File: config.mk
export PLATFORM = sky130hd
export DESIGN_NAME = mem_responder
export DESIGN_NICKNAME = d
export VERILOG_FILES = /design/src/rtl/mem_pkg.sv /design/src/rtl/mem_ram.sv /design/src/rtl/mem_responder.sv
export SDC_FILE = /design/constraint.sdc
export NUM_CORES = 2
export LEC_CHECK = 0
export BUFFER_PORTS_ARGS = -buffer_cell sky130_fd_sc_hd__buf_2
export CAP_MARGIN = 20
export CORE_ASPECT_RATIO = 1.1
export CORE_MARGIN = 3
export CORE_UTILIZATION = 35
export CTS_CLUSTER_DIAMETER = 40
export DETAILED_ROUTE_END_ITERATION = 8
export GPL_ROUTABILITY_DRIVEN = 0
export RECOVER_POWER = 100
export SETUP_SLACK_MARGIN = 0.02
export SLEW_MARGIN = 20
export SYNTH_ARGS = -nofsm -noshare
export SYNTH_HDL_FRONTEND = slang
export SYNTH_HIERARCHICAL = 1
export SYNTH_SLANG_ARGS = --single-unit
File: constraint.sdc
create_clock -name clk -period 8.8 [get_ports clk]
set_input_delay 2.64 -clock clk [delete_from_list [all_inputs] [get_ports clk]]
set_output_delay 2.64 -clock clk [all_outputs]
set_load 0.005 [all_outputs]
File: src/rtl/mem_pkg.sv
// Shared definitions for the memory responder slice.
// Holds the command encodings, the FSM state encoding and the default
// addresses of the memory-mapped I/O registers.
package mem_pkg;

  typedef enum logic [1:0] {
    MNONE  = 2'b00,
    MREAD  = 2'b01,
    MWRITE = 2'b10
  } cmd_e;

  typedef enum logic [1:0] {
    IDLE     = 2'b00,
    RD       = 2'b01,
    DONE     = 2'b10,
    WAIT_CLR = 2'b11
  } state_e;

  localparam logic [8:0] LED_ADDR_DEF = 9'h100;
  localparam logic [8:0] SW_ADDR_DEF  = 9'h140;

endpackage

File: src/rtl/mem_ram.sv
// Single-port RAM: WORDS x DW, synchronous write, registered synchronous read.
// Contents and the read register are not reset.
// Ports:
//   clk   - clock
//   we    - write enable (writes wdata to addr on the rising edge)
//   re    - read enable (loads rdata from addr on the rising edge)
//   addr  - word address
//   wdata - write data
//   rdata - registered read data
module mem_ram #(
  parameter int WORDS = 256,
  parameter int DW    = 16,
  parameter int RA    = 8
) (
  input  logic          clk,
  input  logic          we,
  input  logic          re,
  input  logic [RA-1:0] addr,
  input  logic [DW-1:0] wdata,
  output logic [DW-1:0] rdata
);

  logic [DW-1:0] mem [WORDS];

  always_ff @(posedge clk) begin
    if (we) mem[addr] <= wdata;
    if (re) rdata <= mem[addr];
  end

endmodule

File: src/rtl/mem_responder.sv
// Memory-side responder: serves CPU read/write commands from a RAM or from
// memory-mapped I/O (switch input, LED register) and signals completion
// with a one-cycle mem_done pulse. The requester holds the command until
// done; the responder then waits for the command to drop before the next.
// Ports:
//   clk, reset  - clock, asynchronous active-high reset
//   mem_cmd     - 00 none, 01 read, 10 write, 11 reserved (as none)
//   mem_addr    - access address
//   write_data  - write data
//   SW          - raw board switches (asynchronous)
//   read_data   - read result, valid while mem_done is high
//   mem_done    - one-cycle completion pulse
//   bad_addr    - with mem_done, the address decoded to nothing
//   LEDR        - LED register
module mem_responder
  import mem_pkg::*;
#(
  parameter int          AW        = 9,
  parameter int          DW        = 16,
  parameter int          RAM_WORDS = 256,
  parameter logic [AW-1:0] LED_ADDR = AW'(LED_ADDR_DEF),
  parameter logic [AW-1:0] SW_ADDR  = AW'(SW_ADDR_DEF)
) (
  input  logic          clk,
  input  logic          reset,
  input  logic [1:0]    mem_cmd,
  input  logic [AW-1:0] mem_addr,
  input  logic [DW-1:0] write_data,
  input  logic [7:0]    SW,
  output logic [DW-1:0] read_data,
  output logic          mem_done,
  output logic          bad_addr,
  output logic [7:0]    LEDR
);

  localparam int RA = $clog2(RAM_WORDS);

  state_e        state, nxt;
  logic [AW-1:0] addr_q;
  logic [7:0]    sw_meta, sw_sync;
  logic [DW-1:0] ram_q;

  logic is_rd, is_wr, is_none;
  assign is_rd   = (mem_cmd == MREAD);
  assign is_wr   = (mem_cmd == MWRITE);
  assign is_none = !is_rd && !is_wr;

  logic acc_rd, acc_wr;
  assign acc_rd = (state == IDLE) && is_rd;
  assign acc_wr = (state == IDLE) && is_wr;

  // Switch synchroniser
  always_ff @(posedge clk or posedge reset) begin
    if (reset) begin
      sw_meta <= '0;
      sw_sync <= '0;
    end else begin
      sw_meta <= SW;
      sw_sync <= sw_meta;
    end
  end

  // RAM is addressed straight from the bus on the accepting edge, so the
  // read data is ready one edge later in RD. The write is gated by reset
  // because the array itself has no reset path.
  logic ram_we, wr_in_ram;
  assign wr_in_ram = (mem_addr < AW'(RAM_WORDS));
  assign ram_we    = acc_wr && wr_in_ram && !reset;

  mem_ram #(.WORDS(RAM_WORDS), .DW(DW), .RA(RA)) u_ram (
    .clk   (clk),
    .we    (ram_we),
    .re    (acc_rd),
    .addr  (mem_addr[RA-1:0]),
    .wdata (write_data),
    .rdata (ram_q)
  );

  // State register
  always_ff @(posedge clk or posedge reset) begin
    if (reset) state <= IDLE;
    else       state <= nxt;
  end

  // Next state
  always_comb begin
    nxt = state;
    unique case (state)
      IDLE:     if (is_rd) nxt = RD;
                else if (is_wr) nxt = DONE;
      RD:       nxt = DONE;
      DONE:     nxt = (mem_cmd == MNONE) ? IDLE : WAIT_CLR;
      WAIT_CLR: if (is_none) nxt = IDLE;
      default:  nxt = IDLE;
    endcase
  end

  // Output decode: read value and bad-address flags for the pending access
  logic [DW-1:0] rd_val;
  logic          rd_bad, wr_bad;
  always_comb begin
    rd_val = '0;
    rd_bad = 1'b0;
    if (addr_q < AW'(RAM_WORDS)) rd_val = ram_q;
    else if (addr_q == SW_ADDR)  rd_val = DW'(sw_sync);
    else if (addr_q == LED_ADDR) rd_val = DW'(LEDR);
    else                         rd_bad = 1'b1;
    wr_bad = !wr_in_ram && (mem_addr != LED_ADDR);
  end

  // Registered outputs and I/O registers
  always_ff @(posedge clk or posedge reset) begin
    if (reset) begin
      read_data <= '0;
      mem_done  <= 1'b0;
      bad_addr  <= 1'b0;
      LEDR      <= '0;
      addr_q    <= '0;
    end else begin
      // DONE is only entered from IDLE (write) or RD, so this is one cycle
      mem_done <= (nxt == DONE);
      bad_addr <= 1'b0;
      if (acc_rd) addr_q <= mem_addr;
      if (acc_wr) begin
        bad_addr <= wr_bad;
        if (mem_addr == LED_ADDR) LEDR <= write_data[7:0];
      end
      if (state == RD) begin
        read_data <= rd_val;
        bad_addr  <= rd_bad;
      end
    end
  end

endmodule

==> out/metrics.csv <==
stage,metric,value,unit
final_layout,nets,7452,
logic_synthesis,synth_commonest_cells,"edfxtp_1, mux4_2, a22oi_1, a21oi_1, clkbuf_1",
logic_synthesis,async_reset_ff_share,1.273,%
logic_synthesis,ys_seq_area_share,79.13,%
logic_synthesis,synthSimpleGateAreaFrac,1.093,%
logic_synthesis,synth_ff_type,edfxtp_1,
logic_synthesis,avgSynthCellArea,22.89,µm²
logic_synthesis,synth_top_cell_by_area,edfxtp_1,
logic_synthesis,ys_types,33,
critical_path,rr_startpoint,state[1],
global_routing,antenna_found_initial,19,
floorplanning,row_count,257,
clocking,cts_tree,done,
logic_synthesis,synth_area_leaders,"edfxtp_1, mux4_2, a22oi_1, dfrtp_1, a21oi_1",
global_routing,track_usage,17.84,%
logic_synthesis,syn-num-nets,6930,
floorplanning,start_util,35.29,%
critical_path,path_class,primary input to register,
final_layout,design_area,0.1821,mm²
logic_synthesis,synth_mux_area_share,14.81,%
sta,fin_setup_tns,0,ns
critical_path,r2r_end,u_ram/mem[36][5],
logic_synthesis,synth_top_family_by_area,multiplexers,
final_layout,stdcell_count,13770,
route,drtPass1Iterations,5,
global_routing,grt_overflow,0,
critical_path,crit_start,mem_cmd[0],
global_routing,grt_pass1_vias,77490,
critical_path,cp-endpoint,u_ram/mem[36][5],
clocking,root_buffer,clkbuf_16,
global_routing,grt_max_degree,194,
logic_synthesis,synthMostInstantiatedCell,edfxtp_1,
floorplanning,dieArea,0.4587,mm²
sta,hold_viol,0,
sta,max_freq,0.1375,GHz
clocking,postCtsHoldBufs,0,
sta,finClkSkew,0.07100,ns
floorplanning,core,0.4470,mm²
route,drt_iter0_markers,9309,
run_status,violations,"capacitance limit, slew limit",
floorplanning,fp.dieH,710.0,µm
logic_synthesis,synth-compound-area-share,3.691,%
place,place_area,0.1680,mm²
sta,period_minus_slack,7.272,ns
logic_synthesis,synthAdderAreaFrac,0.02380,%
critical_path,end_kind,register,
logic_synthesis,synth_xor_area_share,0,%
logic_synthesis,yosys_warnings,6,
place,placed_cells,12900,
clocking,cts.path.max_buffers,4,
place,numPortBuffers,62,
route,drc,0,
sta,timing.hold.ws,0.3470,ns
route,via_per_inst,5.572,
job,maxCapViolCount,51,
logic_synthesis,synth_edf_count,4112,
route,wl,415400,µm
sta,period_share,82.64,%
logic_synthesis,netlist_instances,6890,
clocking,htreeDepth,5,
power,powerDensity,238.3,mW/mm²
logic_synthesis,ys_seq_elements,4165,
power,ir_worst_vdd,216.8,µV
critical_path,r2r_cells,8,
sta,slew_violations,2353,
global_routing,grt_pass1_wl,592100,µm
critical_path,cp.arrival,7.77,ns
critical_path,cp.required,9.30,ns
clocking,clk_pin_slew,0.06,ns
clocking,insertion_delay,0.96,ns
route,ant_nets,0,
logic_synthesis,yosysTopAreaCellShare,78.29,%
floorplanning,die_w,646.0,µm
route,route.vias.total,76740,
sta,rsz0062_at_grt,no,
clocking,clock_sinks,4165,
worst_hold_path,hp-class,register to register,
final_layout,fillerInstances,38890,
logic_synthesis,synth_area,0.1577,mm²
clocking,cts_setup_buffers,0,
place,hpwlAfterDp,237400,µm
sta,worst_pin_slew,5.991,ns
run_status,status,finished with violations,
floorplanning,io_pins,63,
final_layout,area_delta_synth_final,15.43,%
clocking,cts_made_buffers,463,
final_layout,drive_gt1_share,25.38,%
sta,finalSetupViolations,0,
critical_path,worst-path-max-fanout,16,
critical_path,critPathLaunchType,primary input,
sta,slew_headroom,-299.4,%
route,routedWlPerCell,30.16,µm
critical_path,rrSetupSlack,3.05,ns
power,leakage,54.95,nW
clocking,cts_resized,0,
==> per-stage QoR <==
stage | setup slack, ns | power (mW) | utilization, %
after floorplan | 3.321 | 23.37 | -
after global placement | 0.5628 | 24.31 | 37.54
after detailed placement | 1.743 | 24.35 | 37.58
after CTS | 2.744 | 43.73 | 41.06
after global routing | 1.335 | 44.63 | 40.73
final | 1.528 | 43.38 | 40.73
==> layer usage <==
layer | vias up | part of all wire [%] | wire, µm | track usage [%]
met2 | 3675 | 49 | 204400 | 29.34
met3 | 663 | 8.5 | 35180 | 3.180
met4 | 8 | 3.4 | 14270 | 5.823
met1 | 41640 | 39 | 161500 | 24.11
met5 | - | 0.013 | 53 | 0
li1 | 30760 | - | - | -
==> critical path: stages <==
cell	delay (ns)
clkbuf_1	0.11
inv_1	0.10
ha_1	0.19
nand2_1	0.07
nor3_1	1.05
clkbuf_1	0.52
nand3_1	0.77
clkbuf_1	0.90
nor2_1	0.33
clkbuf_1	1.05
==> flip-flops by register name (all words and copies together), names as in the netlist <==
signal	flops
LEDR	8
addr_q	9
bad_addr	1
mem_done	1
read_data	16
state	2
sw_meta	8
sw_sync	8
u_ram/mem	4096
u_ram/rdata	16
==> worst min path at each step <==
stage	startpoint	end	slack, ns	cells past startpoint
floorplan	sw_meta[0]	sw_sync[0]	0.33	0
detailed placement	sw_meta[6]	sw_sync[6]	0.33	0
global route	sw_meta[0]	sw_sync[0]	0.36	0
global placement	sw_meta[0]	sw_sync[0]	0.33	0
finish	sw_meta[6]	sw_sync[6]	0.35	0
CTS	sw_meta[6]	sw_sync[6]	0.35	0
==> cells in the final DEF (no fill, tap or decap), types with 50 or more instances in the layout <==
cell and count:
clkinv_2 50, clkinvlp_4 50, clkbuf_16 467, clkinv_1 85
buf_4 89, nor2_1 228, bufinv_16 55, clkbuf_1 362
a22oi_1 512, dfrtp_1 53, a21oi_1 257, mux4_2 1024
edfxtp_1 4112
==> layout make-up <==
cell class / count / area [µm²] / share of cell area [%]
timing repair buffer: 484 / 3032 / 1.665
tap: 5957 / 7453 / 4.094
sequential: 4165 / 124800 / 68.55
antenna: 10 / 25.02 / 0.01374
multi-input combinational: 2293 / 31180 / 17.13
inverter: 5 / 20.02 / 0.01100
clock buffer: 515 / 11870 / 6.518
clock inverter: 342 / 3679 / 2.020
==> power breakdown <==
group	switching, mW	total (mW)	internal, mW
sequential	0.0902	22.0	21.9
combinational	1.26	1.93	0.668
clock	8.02	19.5	11.4
==> logic make-up after synthesis <==
logic type | Yosys count
AOI/OAI and AO/OA | 852
adders and majority gates | 3
buffers and inverters | 432
DFF | 4165
muxes | 1049
and+or+nand+nor | 389
Note: power is estimated with default switching activity, not from simulation.
